===== src/rtl/cdb_arbiter_pkg.sv =====
// Shared constants for the Common Data Bus arbiter: requester count,
// ROB index and result widths, and the fixed source numbering.
package cdb_arbiter_pkg;

  localparam int NREQ   = 3;
  localparam int ROB_W  = 4;
  localparam int DATA_W = 32;

  // Width of a requester index (also the width of cdb_src and rr_ptr).
  localparam int SRC_W  = 2;

  // Fixed requester numbering.
  localparam logic [SRC_W-1:0] SRC_ALU = 2'd0;
  localparam logic [SRC_W-1:0] SRC_LSB = 2'd1;
  localparam logic [SRC_W-1:0] SRC_BR  = 2'd2;

  // Round-robin successor: the requester after idx, wrapping NREQ-1 back to 0.
  function automatic logic [SRC_W-1:0] next_ptr(input logic [SRC_W-1:0] idx);
    if (idx == SRC_W'(NREQ - 1)) begin
      return '0;
    end
    return idx + 1'b1;
  endfunction

endpackage


===== src/rtl/cdb_arbiter_if.sv =====
// Request side and broadcast side of the Common Data Bus.
// master: the execution units / write-back consumers.
// slave:  the arbiter itself.
interface cdb_arbiter_if
  import cdb_arbiter_pkg::*;
();

  logic [NREQ-1:0]        req_valid;
  logic [NREQ*ROB_W-1:0]  req_rob_id;
  logic [NREQ*DATA_W-1:0] req_val;
  logic [NREQ-1:0]        req_ready;

  logic                   cdb_valid;
  logic [ROB_W-1:0]       cdb_rob_id;
  logic [DATA_W-1:0]      cdb_val;
  logic [SRC_W-1:0]       cdb_src;

  modport master (
    output req_valid,
    output req_rob_id,
    output req_val,
    input  req_ready,
    input  cdb_valid,
    input  cdb_rob_id,
    input  cdb_val,
    input  cdb_src
  );

  modport slave (
    input  req_valid,
    input  req_rob_id,
    input  req_val,
    output req_ready,
    output cdb_valid,
    output cdb_rob_id,
    output cdb_val,
    output cdb_src
  );

endinterface


===== src/rtl/cdb_arbiter_rr_picker.sv =====
// Rotate-priority encoder: the first set request found scanning from rr_ptr
// upward (modulo NREQ) wins. Purely combinational.
module cdb_arbiter_rr_picker
  import cdb_arbiter_pkg::*;
(
  input  logic [NREQ-1:0]  req,
  input  logic [SRC_W-1:0] rr_ptr,
  output logic [NREQ-1:0]  gnt,
  output logic [SRC_W-1:0] idx,
  output logic             any
);

  localparam logic [SRC_W:0] NREQ_X = (SRC_W + 1)'(NREQ);

  // Scan the NREQ positions starting at rr_ptr; the first hit is latched by 'any'.
  always_comb begin
    logic [SRC_W:0]   sum;
    logic [SRC_W-1:0] pos;
    gnt = '0;
    idx = '0;
    any = 1'b0;
    sum = '0;
    pos = '0;
    for (int k = 0; k < NREQ; k++) begin
      sum = {1'b0, rr_ptr} + (SRC_W + 1)'(k);
      if (sum >= NREQ_X) begin
        sum = sum - NREQ_X;
      end
      pos = sum[SRC_W-1:0];
      if (!any && req[pos]) begin
        any      = 1'b1;
        gnt[pos] = 1'b1;
        idx      = pos;
      end
    end
  end

endmodule


===== src/rtl/cdb_arbiter.sv =====
// Common Data Bus arbiter. Picks at most one finished result per cycle with
// round-robin priority and registers it onto the CDB for the ROB and the
// reservation stations. rdy=0 freezes everything; flush drops the pending
// broadcast and restarts the rotation at the ALU.
module cdb_arbiter
  import cdb_arbiter_pkg::*;
(
  input  logic          clk,
  input  logic          rst,
  input  logic          rdy,
  input  logic          flush,
  cdb_arbiter_if.slave  bus
);

  logic [SRC_W-1:0]  rr_ptr;
  logic [NREQ-1:0]   pick_gnt;
  logic [SRC_W-1:0]  pick_idx;
  logic              pick_any;
  logic              grant_en;

  logic [ROB_W-1:0]  sel_rob_id;
  logic [DATA_W-1:0] sel_val;

  logic              cdb_valid_q;
  logic [ROB_W-1:0]  cdb_rob_id_q;
  logic [DATA_W-1:0] cdb_val_q;
  logic [SRC_W-1:0]  cdb_src_q;

  // Only requesters with valid high are ever offered to the picker, so a grant
  // can never land on an idle unit.
  cdb_arbiter_rr_picker u_picker (
    .req    (bus.req_valid),
    .rr_ptr (rr_ptr),
    .gnt    (pick_gnt),
    .idx    (pick_idx),
    .any    (pick_any)
  );

  // Grants are suppressed while in reset, frozen, or flushing.
  assign grant_en      = rst & rdy & ~flush;
  assign bus.req_ready = grant_en ? pick_gnt : '0;

  // Route the winning requester's ROB index and value to the output register.
  always_comb begin
    sel_rob_id = '0;
    sel_val    = '0;
    for (int i = 0; i < NREQ; i++) begin
      if (pick_idx == SRC_W'(i)) begin
        sel_rob_id = bus.req_rob_id[i*ROB_W +: ROB_W];
        sel_val    = bus.req_val[i*DATA_W +: DATA_W];
      end
    end
  end

  // Broadcast register and rotation pointer. Without a grant only cdb_valid
  // drops; the payload fields keep their last value.
  always_ff @(posedge clk or negedge rst) begin
    if (!rst) begin
      rr_ptr       <= '0;
      cdb_valid_q  <= 1'b0;
      cdb_rob_id_q <= '0;
      cdb_val_q    <= '0;
      cdb_src_q    <= '0;
    end else if (rdy) begin
      if (flush) begin
        rr_ptr      <= '0;
        cdb_valid_q <= 1'b0;
      end else if (pick_any) begin
        rr_ptr       <= next_ptr(pick_idx);
        cdb_valid_q  <= 1'b1;
        cdb_rob_id_q <= sel_rob_id;
        cdb_val_q    <= sel_val;
        cdb_src_q    <= pick_idx;
      end else begin
        cdb_valid_q <= 1'b0;
      end
    end
  end

  assign bus.cdb_valid  = cdb_valid_q;
  assign bus.cdb_rob_id = cdb_rob_id_q;
  assign bus.cdb_val    = cdb_val_q;
  assign bus.cdb_src    = cdb_src_q;

endmodule


===== src/flat_wrapper.sv =====
// flat-port wrapper written by rule: the top's interface ports become plain ports
module cdb_arbiter_flat import cdb_arbiter_pkg::*;
  (clk, rst, rdy, flush, bus_req_valid, bus_req_rob_id, bus_req_val, bus_req_ready, bus_cdb_valid, bus_cdb_rob_id, bus_cdb_val, bus_cdb_src);
  cdb_arbiter_if bus_i ();
  input  logic clk;
  input  logic rst;
  input  logic rdy;
  input  logic flush;
  input wire logic [$bits(bus_i.req_valid)-1:0] bus_req_valid;
  input wire logic [$bits(bus_i.req_rob_id)-1:0] bus_req_rob_id;
  input wire logic [$bits(bus_i.req_val)-1:0] bus_req_val;
  output wire logic [$bits(bus_i.req_ready)-1:0] bus_req_ready;
  output wire logic [$bits(bus_i.cdb_valid)-1:0] bus_cdb_valid;
  output wire logic [$bits(bus_i.cdb_rob_id)-1:0] bus_cdb_rob_id;
  output wire logic [$bits(bus_i.cdb_val)-1:0] bus_cdb_val;
  output wire logic [$bits(bus_i.cdb_src)-1:0] bus_cdb_src;
  assign bus_i.req_valid = bus_req_valid;
  assign bus_i.req_rob_id = bus_req_rob_id;
  assign bus_i.req_val = bus_req_val;
  assign bus_req_ready = bus_i.req_ready;
  assign bus_cdb_valid = bus_i.cdb_valid;
  assign bus_cdb_rob_id = bus_i.cdb_rob_id;
  assign bus_cdb_val = bus_i.cdb_val;
  assign bus_cdb_src = bus_i.cdb_src;
  cdb_arbiter u_core (.clk(clk), .rst(rst), .rdy(rdy), .flush(flush), .bus(bus_i));
endmodule

===== config.mk =====
export PLATFORM = sky130hd
export DESIGN_NAME = cdb_arbiter_flat
export DESIGN_NICKNAME = d
export VERILOG_FILES = /design/src/rtl/cdb_arbiter_pkg.sv /design/src/rtl/cdb_arbiter_if.sv /design/src/rtl/cdb_arbiter_rr_picker.sv /design/src/rtl/cdb_arbiter.sv /design/src/flat_wrapper.sv
export SDC_FILE = /design/constraint.sdc
export NUM_CORES = 1
export LEC_CHECK = 0
export BUFFER_PORTS_ARGS = -buffer_cell sky130_fd_sc_hd__buf_2
export CAP_MARGIN = 5
export CORE_UTILIZATION = 49
export DETAILED_ROUTE_END_ITERATION = 8
export HOLD_SLACK_MARGIN = 0.12
export PLACE_DENSITY = 0.95
export SLEW_MARGIN = 20
export SYNTH_ARGS = -nofsm -noshare
export SYNTH_HDL_FRONTEND = slang
export SYNTH_SLANG_ARGS = --single-unit

===== constraint.sdc =====
create_clock -name clk -period 4.3 [get_ports clk]
set_input_delay 0.645 -clock clk [delete_from_list [all_inputs] [get_ports clk]]
set_output_delay 0.645 -clock clk [all_outputs]
set_load 0.005 [all_outputs]

==> flow_summary.json, run 1 <==
{
  "run_status": "finished, final reports clean",
  "groute.usage.overall": 0.297,
  "overflow": 0,
  "post_layout_nonfiller_instances": 554,
  "tightestPinTransition_ns": 0.990,
  "pnr_worst_setup_slack_ns": 1.24,
  "postCtsHoldBufs": 0,
  "synth_area_um2": 2870,
  "period_minus_slack_ns": 3.06,
  "most-common-layout-cells": "sky130_fd_sc_hd__buf_2 (156), sky130_fd_sc_hd__nand2_1 (53), sky130_fd_sc_hd__o21ai_1 (41), sky130_fd_sc_hd__dfrtp_1 (41), sky130_fd_sc_hd__nor2_1 (29)",
  "grt_first_pass_wirelength_mm": 14.4,
  "die_height_um": 78.5,
  "fin_nets": 600,
  "layout_commonest_cell": "sky130_fd_sc_hd__buf_2",
  "synth.yosys.warnings": 0,
  "path_type_of_the_worst_setup_path": "register to output pin",
  "crit_fanout": 8,
  "post_route_cells_drive_above_1_share": 0.407,
  "num_io_pins": 157,
  "totalNegativeSetupSlack_ns": 0,
  "yosysUniqueCellTypes": 37,
  "worst_setup_path_end_kind": "output pin",
  "antenna_left": 0,
  "cts_max_path_buffers": 2,
  "max_cap_violations": 0,
  "postCtsSetupBuffers": 0,
  "synth_area_per_cell_um2": 8.39,
  "final_max_slew_viol_count": 0,
  "yosysSeqAreaShare": 0.358,
  "synth.ff_latch_count": 41,
  "htree_num_levels": 2,
  "vias_per_cell": 5.84,
  "finalInstanceArea_um2": 3740,
  "synth_nets": 461,
  "design.core.area_um2": 5570,
  "cts_buffers": 5,
  "dieArea_um2": 6170,
  "crit_path_start_kind": "register",
  "number_of_vias_after_detailed_routing": 3238,
  "rows": 27,
  "drt_pre_antenna_iters": 5,
  "clk_pin_slew_ns": 0.08,
  "cts_sinks": 41,
  "wl_per_cell_um": 16.7,
  "post_cts.resized_instances": 0,
  "ctsRootBufferMaster": "sky130_fd_sc_hd__clkbuf_8",
  "grt_antenna_before_repair": 0,
  "place_hpwl_mm": 6.51,
  "drt-initial-drc-count": 224,
  "cts_tree": "built",
  "timing.final.hold_violations": 0,
  "worstSkewPairLatency_ns": 0.30,
  "syn2layout_area_growth_pct": 30.4,
  "p_per_area_nw_per_um2": 636,
  "antenna-diode-count": 0,
  "port_buffers": 156,
  "gp_congestion": 0.889,
  "slew_headroom": 0.338,
  "placed_area_um2": 3640,
  "grt_max_degree": 51,
  "power_leakage_nw": 1.83,
  "clock.fmax_ghz": 0.327,
  "synthesis.instances": 342,
  "worstPathRequired_ns": 3.65,
  "critical_path_arrival_ns": 2.41,
  "die_x_um": 78.5,
  "start_util": 0.515,
  "drcViolationCount": 0,
  "final.period_utilization": 0.711,
  "place_inst": 546,
  "timing.hold.worst.class": "input port to asynchronous set/reset pin",
  "placement.setup.worst_slack_ns": 1.22,
  "finClkSkew_ns": 0.00757,
  "routed_wl_mm": 9.24,
  "post_layout_utilization_of_the_core": 0.671,
  "grt_setup_unrepaired": "false",
  "final-setup-viol-count": 0,
  "grt_pass1_vias": 3066,
  "ir_drop_worst_case_vdd_v": 0.000313
}
==> layer usage <==
layer | share of wire | vias up | GRT usage
li1 | - | 1537 | -
met1 | 0.40 | 1490 | 0.351
met2 | 0.49 | 191 | 0.516
met3 | 0.097 | 20 | 0.0814
met4 | 0.016 | 0 | 0.0981
met5 | 0 | - | 0
==> cell usage after synthesis <==
library cell / n / area share
sky130_fd_sc_hd__a211o_4: 1 / 0.0061
sky130_fd_sc_hd__nand3_1: 27 / 0.047
sky130_fd_sc_hd__nand2b_1: 2 / 0.0044
sky130_fd_sc_hd__a21oi_1: 4 / 0.0070
sky130_fd_sc_hd__nand2_1: 53 / 0.069
sky130_fd_sc_hd__dfrtp_1: 41 / 0.36
sky130_fd_sc_hd__a2111o_1: 1 / 0.0039
sky130_fd_sc_hd__a211oi_1: 4 / 0.010
sky130_fd_sc_hd__o2bb2ai_1: 1 / 0.0031
sky130_fd_sc_hd__o21ai_1: 41 / 0.072
sky130_fd_sc_hd__buf_6: 3 / 0.012
sky130_fd_sc_hd__buf_2: 10 / 0.017
sky130_fd_sc_hd__a21o_1: 2 / 0.0052
sky130_fd_sc_hd__o31ai_1: 1 / 0.0026
sky130_fd_sc_hd__nor2b_1: 4 / 0.0087
sky130_fd_sc_hd__nor3_1: 1 / 0.0017
sky130_fd_sc_hd__o21bai_1: 1 / 0.0026
sky130_fd_sc_hd__a221oi_2: 20 / 0.10
sky130_fd_sc_hd__inv_1: 6 / 0.0078
sky130_fd_sc_hd__o21a_1: 13 / 0.034
sky130_fd_sc_hd__nor2_1: 30 / 0.039
sky130_fd_sc_hd__a22oi_1: 1 / 0.0026
sky130_fd_sc_hd__o22ai_1: 1 / 0.0022
sky130_fd_sc_hd__and2b_1: 1 / 0.0026
sky130_fd_sc_hd__a221oi_1: 5 / 0.015
sky130_fd_sc_hd__a21boi_0: 1 / 0.0026
sky130_fd_sc_hd__ha_1: 4 / 0.017
sky130_fd_sc_hd__o21ai_0: 20 / 0.035
sky130_fd_sc_hd__nor2_2: 1 / 0.0022
sky130_fd_sc_hd__a32o_1: 1 / 0.0035
sky130_fd_sc_hd__a22o_1: 16 / 0.049
sky130_fd_sc_hd__a311oi_1: 2 / 0.0061
sky130_fd_sc_hd__a211o_1: 2 / 0.0061
sky130_fd_sc_hd__buf_4: 4 / 0.010
sky130_fd_sc_hd__o32a_1: 1 / 0.0035
sky130_fd_sc_hd__clkbuf_1: 14 / 0.018
sky130_fd_sc_hd__mux2i_1: 2 / 0.0070
==> worst max-delay path, stage by stage, from the launching register on <==
cell and delay (ns):
sky130_fd_sc_hd__dfrtp_1 0.42, sky130_fd_sc_hd__inv_1 0.12, sky130_fd_sc_hd__ha_1 0.32, sky130_fd_sc_hd__and2b_1 0.21, sky130_fd_sc_hd__a211oi_1 0.19, sky130_fd_sc_hd__a21oi_1 0.10
sky130_fd_sc_hd__a2111o_1 0.33, sky130_fd_sc_hd__a311oi_1 0.28, sky130_fd_sc_hd__buf_2 0.16
==> registers in the layout (all words and copies together) (netlist names) <==
name	count
u_core.bus.cdb_rob_id	4
u_core.bus.cdb_src	2
u_core.rr_ptr	2
u_core.bus.cdb_val	32
u_core.bus.cdb_valid	1
==> kinds of logic after synthesis <==
family / count (synthesis) / share of synthesized area
AND/OR/NAND/NOR: 119 / 0.175
AO/OA/AOI/OAI: 139 / 0.377
buffers and inverters: 37 / 0.0659
adder cells (fa/ha/maj): 4 / 0.0174
multiplexers: 2 / 0.00698
flip-flops: 41 / 0.358
==> path summary, 6_finish.rpt <==
check                                        from                       end  slack [ns]  depth (start not counted)
max                              u_core.rr_ptr[1]          bus_req_ready[0]        1.24                          8
min                                           rst    u_core.bus.cdb_val[22]        0.40                          2
max reg2reg                      u_core.rr_ptr[0]          u_core.rr_ptr[0]        1.25                          6
min reg2reg                u_core.bus.cdb_val[23]    u_core.bus.cdb_val[23]        0.49                          2
max in group asynchronous                     rst  u_core.bus.cdb_rob_id[1]        3.49                          2
min in group clk           u_core.bus.cdb_val[23]    u_core.bus.cdb_val[23]        0.49                          2
==> area by class of cell <==
class / count / area (um2)
clock inverter: 1 / 5.00
fill: 463 / 1830
clock buffer: 7 / 96.3
timing repair buffer: 163 / 833
tap: 72 / 90.1
inverter: 6 / 22.5
multi-input combinational: 264 / 1670
sequential: 41 / 1030
==> where the power goes <==
group	switching (mW)	total, mW	internal, mW
combinational	0.849	1.42	0.569
sequential	0.103	0.672	0.569
clock	0.143	0.288	0.145
total	1.09	2.38	1.28
==> stage by stage <==
step           total power [mW]  hold WS (ns)
3_5_place_dp               2.09         0.465
4_1_cts                    2.38         0.431
3_3_place_gp               2.02         0.462
2_1_floorplan              1.66         0.349
5_1_grt                    2.55         0.460
6_report                   2.38         0.403
Power figures use the tool's default switching activity.
==> run 2: changes to the inputs <==
--- a/config.mk
+++ b/config.mk
@@ -5,12 +5,13 @@
 export SDC_FILE = /design/constraint.sdc
 export NUM_CORES = 1
 export LEC_CHECK = 0
+export ABC_AREA = 1
 export BUFFER_PORTS_ARGS = -buffer_cell sky130_fd_sc_hd__buf_2
 export CAP_MARGIN = 5
-export CORE_UTILIZATION = 49
+export CORE_UTILIZATION = 40
 export DETAILED_ROUTE_END_ITERATION = 8
 export HOLD_SLACK_MARGIN = 0.12
-export PLACE_DENSITY = 0.95
+export PLACE_DENSITY = 0.88
 export SLEW_MARGIN = 20
 export SYNTH_ARGS = -nofsm -noshare
 export SYNTH_HDL_FRONTEND = slang
==> constraint.sdc (replaced) <==
create_clock -name clk -period 2.7 [get_ports clk]
set_input_delay 0.405 -clock clk [delete_from_list [all_inputs] [get_ports clk]]
set_output_delay 0.405 -clock clk [all_outputs]
set_load 0.005 [all_outputs]
==> run 2 against run 1 <==
Net effect: count of clock-buffer cells in the layout did not move; critical path depth rose by 1; design area rose by 0.40%; utilization fell by 9.6 points; power rose by 63%; sequential power rose by 59%; clock power rose by 81%; die area rose by 18%; non-clock buffer count rose by 5; wire length fell by 2.8%; combinational power rose by 60%; critical path type unchanged; largest power group unchanged.
==> flow_summary.json, run 2 <==
{
  "place_hpwl_mm": 6.78,
  "place_inst": 649,
  "synth_area_um2": 2780,
  "synth.top_cell.area_share": 0.370,
  "regToRegStartpoint": "u_core.rr_ptr[0]",
  "syn2layout_area_growth_pct": 35.3,
  "p_seq_frac": 0.278,
  "r2r_cells": 14,
  "grt_first_pass_wirelength_mm": 14.7,
  "yosysSeqAreaShare": 0.370,
  "switchingPower_mw": 1.77,
  "ctsRootBufferMaster": "sky130_fd_sc_hd__clkbuf_8",
  "max_cap_violations": 0,
  "finClkSkew_ns": 0.00971,
  "hold_ws_ns": 0.230,
  "final.period_utilization": 0.953,
  "synth.yosys.warnings": 0,
  "die_height_um": 85.3,
  "number_of_vias_after_detailed_routing": 3431,
  "largest_reg_flops": 32,
  "synth.ff_latch_count": 41,
  "post_layout_nonfiller_instances": 658,
  "critical_path_arrival_ns": 2.17,
  "wl_per_cell_um": 13.6,
  "path_type_of_the_worst_setup_path": "register to output pin",
  "netlist_top_cells_area": "sky130_fd_sc_hd__dfrtp_1 (37%), sky130_fd_sc_hd__nand2_1 (21%), sky130_fd_sc_hd__nand3_1 (15%)",
  "routed_wl_mm": 8.97,
  "worstPathRequired_ns": 2.30,
  "cts_tree": "built",
  "grt_util_met1": 0.303,
  "period_minus_slack_ns": 2.57,
  "clk_pin_slew_ns": 0.08,
  "globalRoute.busiestLayer": "met2",
  "num_io_pins": 157,
  "crit_fanout": 8,
  "global_route.usage.met2": 0.460,
  "commonest_cells_in_the_synthesized_netlist": "sky130_fd_sc_hd__nand2_1 (154), sky130_fd_sc_hd__nand3_1 (81), sky130_fd_sc_hd__nor2_1 (51), sky130_fd_sc_hd__dfrtp_1 (41), sky130_fd_sc_hd__inv_1 (25)",
  "grt_max_degree": 42,
  "synth_area_per_cell_um2": 6.45,
  "post_layout_utilization_of_the_core": 0.575,
  "post_route_cells_drive_above_1_share": 0.330,
  "crit_path_start_kind": "register",
  "drcViolationCount": 0,
  "yosysUniqueCellTypes": 25,
  "pnr_worst_setup_slack_ns": 0.126,
  "die_x_um": 85.3,
  "layout_commonest_cell": "sky130_fd_sc_hd__buf_2",
  "overflow": 0,
  "postCtsHoldBufs": 0,
  "timing.final.hold_violations": 0,
  "drt-initial-drc-count": 158,
  "slew_headroom": 0.628,
  "gp_congestion": 1.10,
  "port_buffers": 156,
  "clock.fmax_ghz": 0.388,
  "synthesis.instances": 430,
  "design.core.area_um2": 6530,
  "start_util": 0.425,
  "synth_nets": 549,
  "finalInstanceArea_um2": 3750,
  "antenna_left": 0,
  "rows": 29,
  "htree_num_levels": 2,
  "placed_area_um2": 3610,
  "groute.usage.overall": 0.252,
  "p_per_area_nw_per_um2": 1030,
  "clockPowerShare": 0.135,
  "totalNegativeSetupSlack_ns": 0,
  "netSwitchingFraction": 0.458,
  "synth-edff-count": 0,
  "placement.setup.worst_slack_ns": 0.302,
  "synthMostInstantiatedCell": "sky130_fd_sc_hd__nand2_1",
  "fill_cells": 626,
  "run_status": "finished, final reports clean",
  "synth_flop_cell": "sky130_fd_sc_hd__dfrtp_1",
  "cts_buffers": 5,
  "r2r_setup_slack_ns": 0.30,
  "cts_sinks": 41,
  "yosys.area.top_type": "sky130_fd_sc_hd__dfrtp_1",
  "worstSkewPairLatency_ns": 0.29,
  "fin_nets": 699,
  "antenna-diode-count": 0,
  "met3_usage": 0.0302,
  "grt_antenna_before_repair": 0,
  "ys_async_sr_fraction": 1.00,
  "comb_power_share": 0.587,
  "most-common-layout-cells": "sky130_fd_sc_hd__buf_2 (156), sky130_fd_sc_hd__nand2_1 (154), sky130_fd_sc_hd__nand3_1 (81)",
  "ir_drop_worst_case_vdd_v": 0.000448,
  "p_int_mw": 2.09,
  "cts_max_path_buffers": 2,
  "dieArea_um2": 7280,
  "r2r-end": "u_core.bus.cdb_val[23]",
  "vias_per_cell": 5.21,
  "final-setup-viol-count": 0,
  "power_leakage_nw": 2.24,
  "timing.hold.worst.class": "input port to asynchronous set/reset pin",
  "grt_pass1_vias": 3294,
  "tightestPinTransition_ns": 0.557,
  "finalPower_mw": 3.86,
  "drt_pre_antenna_iters": 6,
  "worst_setup_path_end_kind": "output pin",
  "final_max_slew_viol_count": 0
}
[run 2: power groups by stage]
stage / combinational [mW] / clock [mW] / sequential (mW)
6_report: 2.27 / 0.521 / 1.07
4_1_cts: 2.25 / 0.538 / 1.07
5_1_grt: 2.60 / 0.561 / 1.11
3_3_place_gp: 2.15 / 0 / 1.07
3_5_place_dp: 2.25 / 0 / 1.07
2_1_floorplan: 1.49 / 0 / 1.09
[run 2: area by class of cell]
type / count / area [um2] / share of cell area
flip-flops and latches: 41 / 1030 / 0.273
clock buffers: 7 / 86.3 / 0.0230
inverters: 28 / 105 / 0.0280
multi-input cells: 336 / 1540 / 0.410
clock inverters: 1 / 30.0 / 0.00800
well taps: 77 / 96.3 / 0.0257
repair buffers: 168 / 871 / 0.232
[run 2: how the worst max path moves through the flow]
| stage | end | startpoint | depth (start not counted) | slack (ns) |
|---|---|---|---|---|
| CTS | bus_req_ready[1] | u_core.rr_ptr[0] | 11 | 0.04 |
| detailed placement | u_core.bus.cdb_val[23] | u_core.rr_ptr[0] | 15 | 0.30 |
| floorplan | bus_req_ready[1] | u_core.rr_ptr[0] | 11 | 0.56 |
| finish | bus_req_ready[1] | u_core.rr_ptr[0] | 9 | 0.13 |
| global placement | u_core.bus.cdb_val[28] | u_core.rr_ptr[0] | 13 | 0.50 |
| global route | bus_req_ready[1] | u_core.rr_ptr[0] | 9 | -0.01 |
[run 2: metal layers]
layer / wire length (um) / share of wire / vias up
li1: - / - / 1670
met4: 254 / 0.028 / 0
met1: 3640 / 0.41 / 1570
met5: 0 / 0 / -
met3: 504 / 0.056 / 28
met2: 4570 / 0.51 / 163
[run 2: repair_timing]
action,CTS,global route
setup endpoints to repair,0,3
gates resized for setup,0,4
setup buffers,0,1
[run 2: logic make-up (layout without fill, tap and decap cells)]
kind of cell	count (synthesis)	count (layout)	synth area share
adder cells (fa/ha/maj)	4	4	0.0180
AO/OA/AOI/OAI	13	13	0.0275
AND/OR/NAND/NOR	319	319	0.502
flip-flops	41	41	0.370
buffers and inverters	53	204	0.0830
[run 2: critical path, stage by stage, from the launching register on]
cell,delay [ns]
sky130_fd_sc_hd__dfrtp_1,0.41
sky130_fd_sc_hd__inv_1,0.16
sky130_fd_sc_hd__ha_2,0.28
sky130_fd_sc_hd__inv_1,0.12
sky130_fd_sc_hd__nand3_1,0.12
sky130_fd_sc_hd__nand2_1,0.13
sky130_fd_sc_hd__nor2_2,0.16
sky130_fd_sc_hd__nand2_1,0.11
sky130_fd_sc_hd__a31oi_2,0.22
sky130_fd_sc_hd__buf_2,0.14
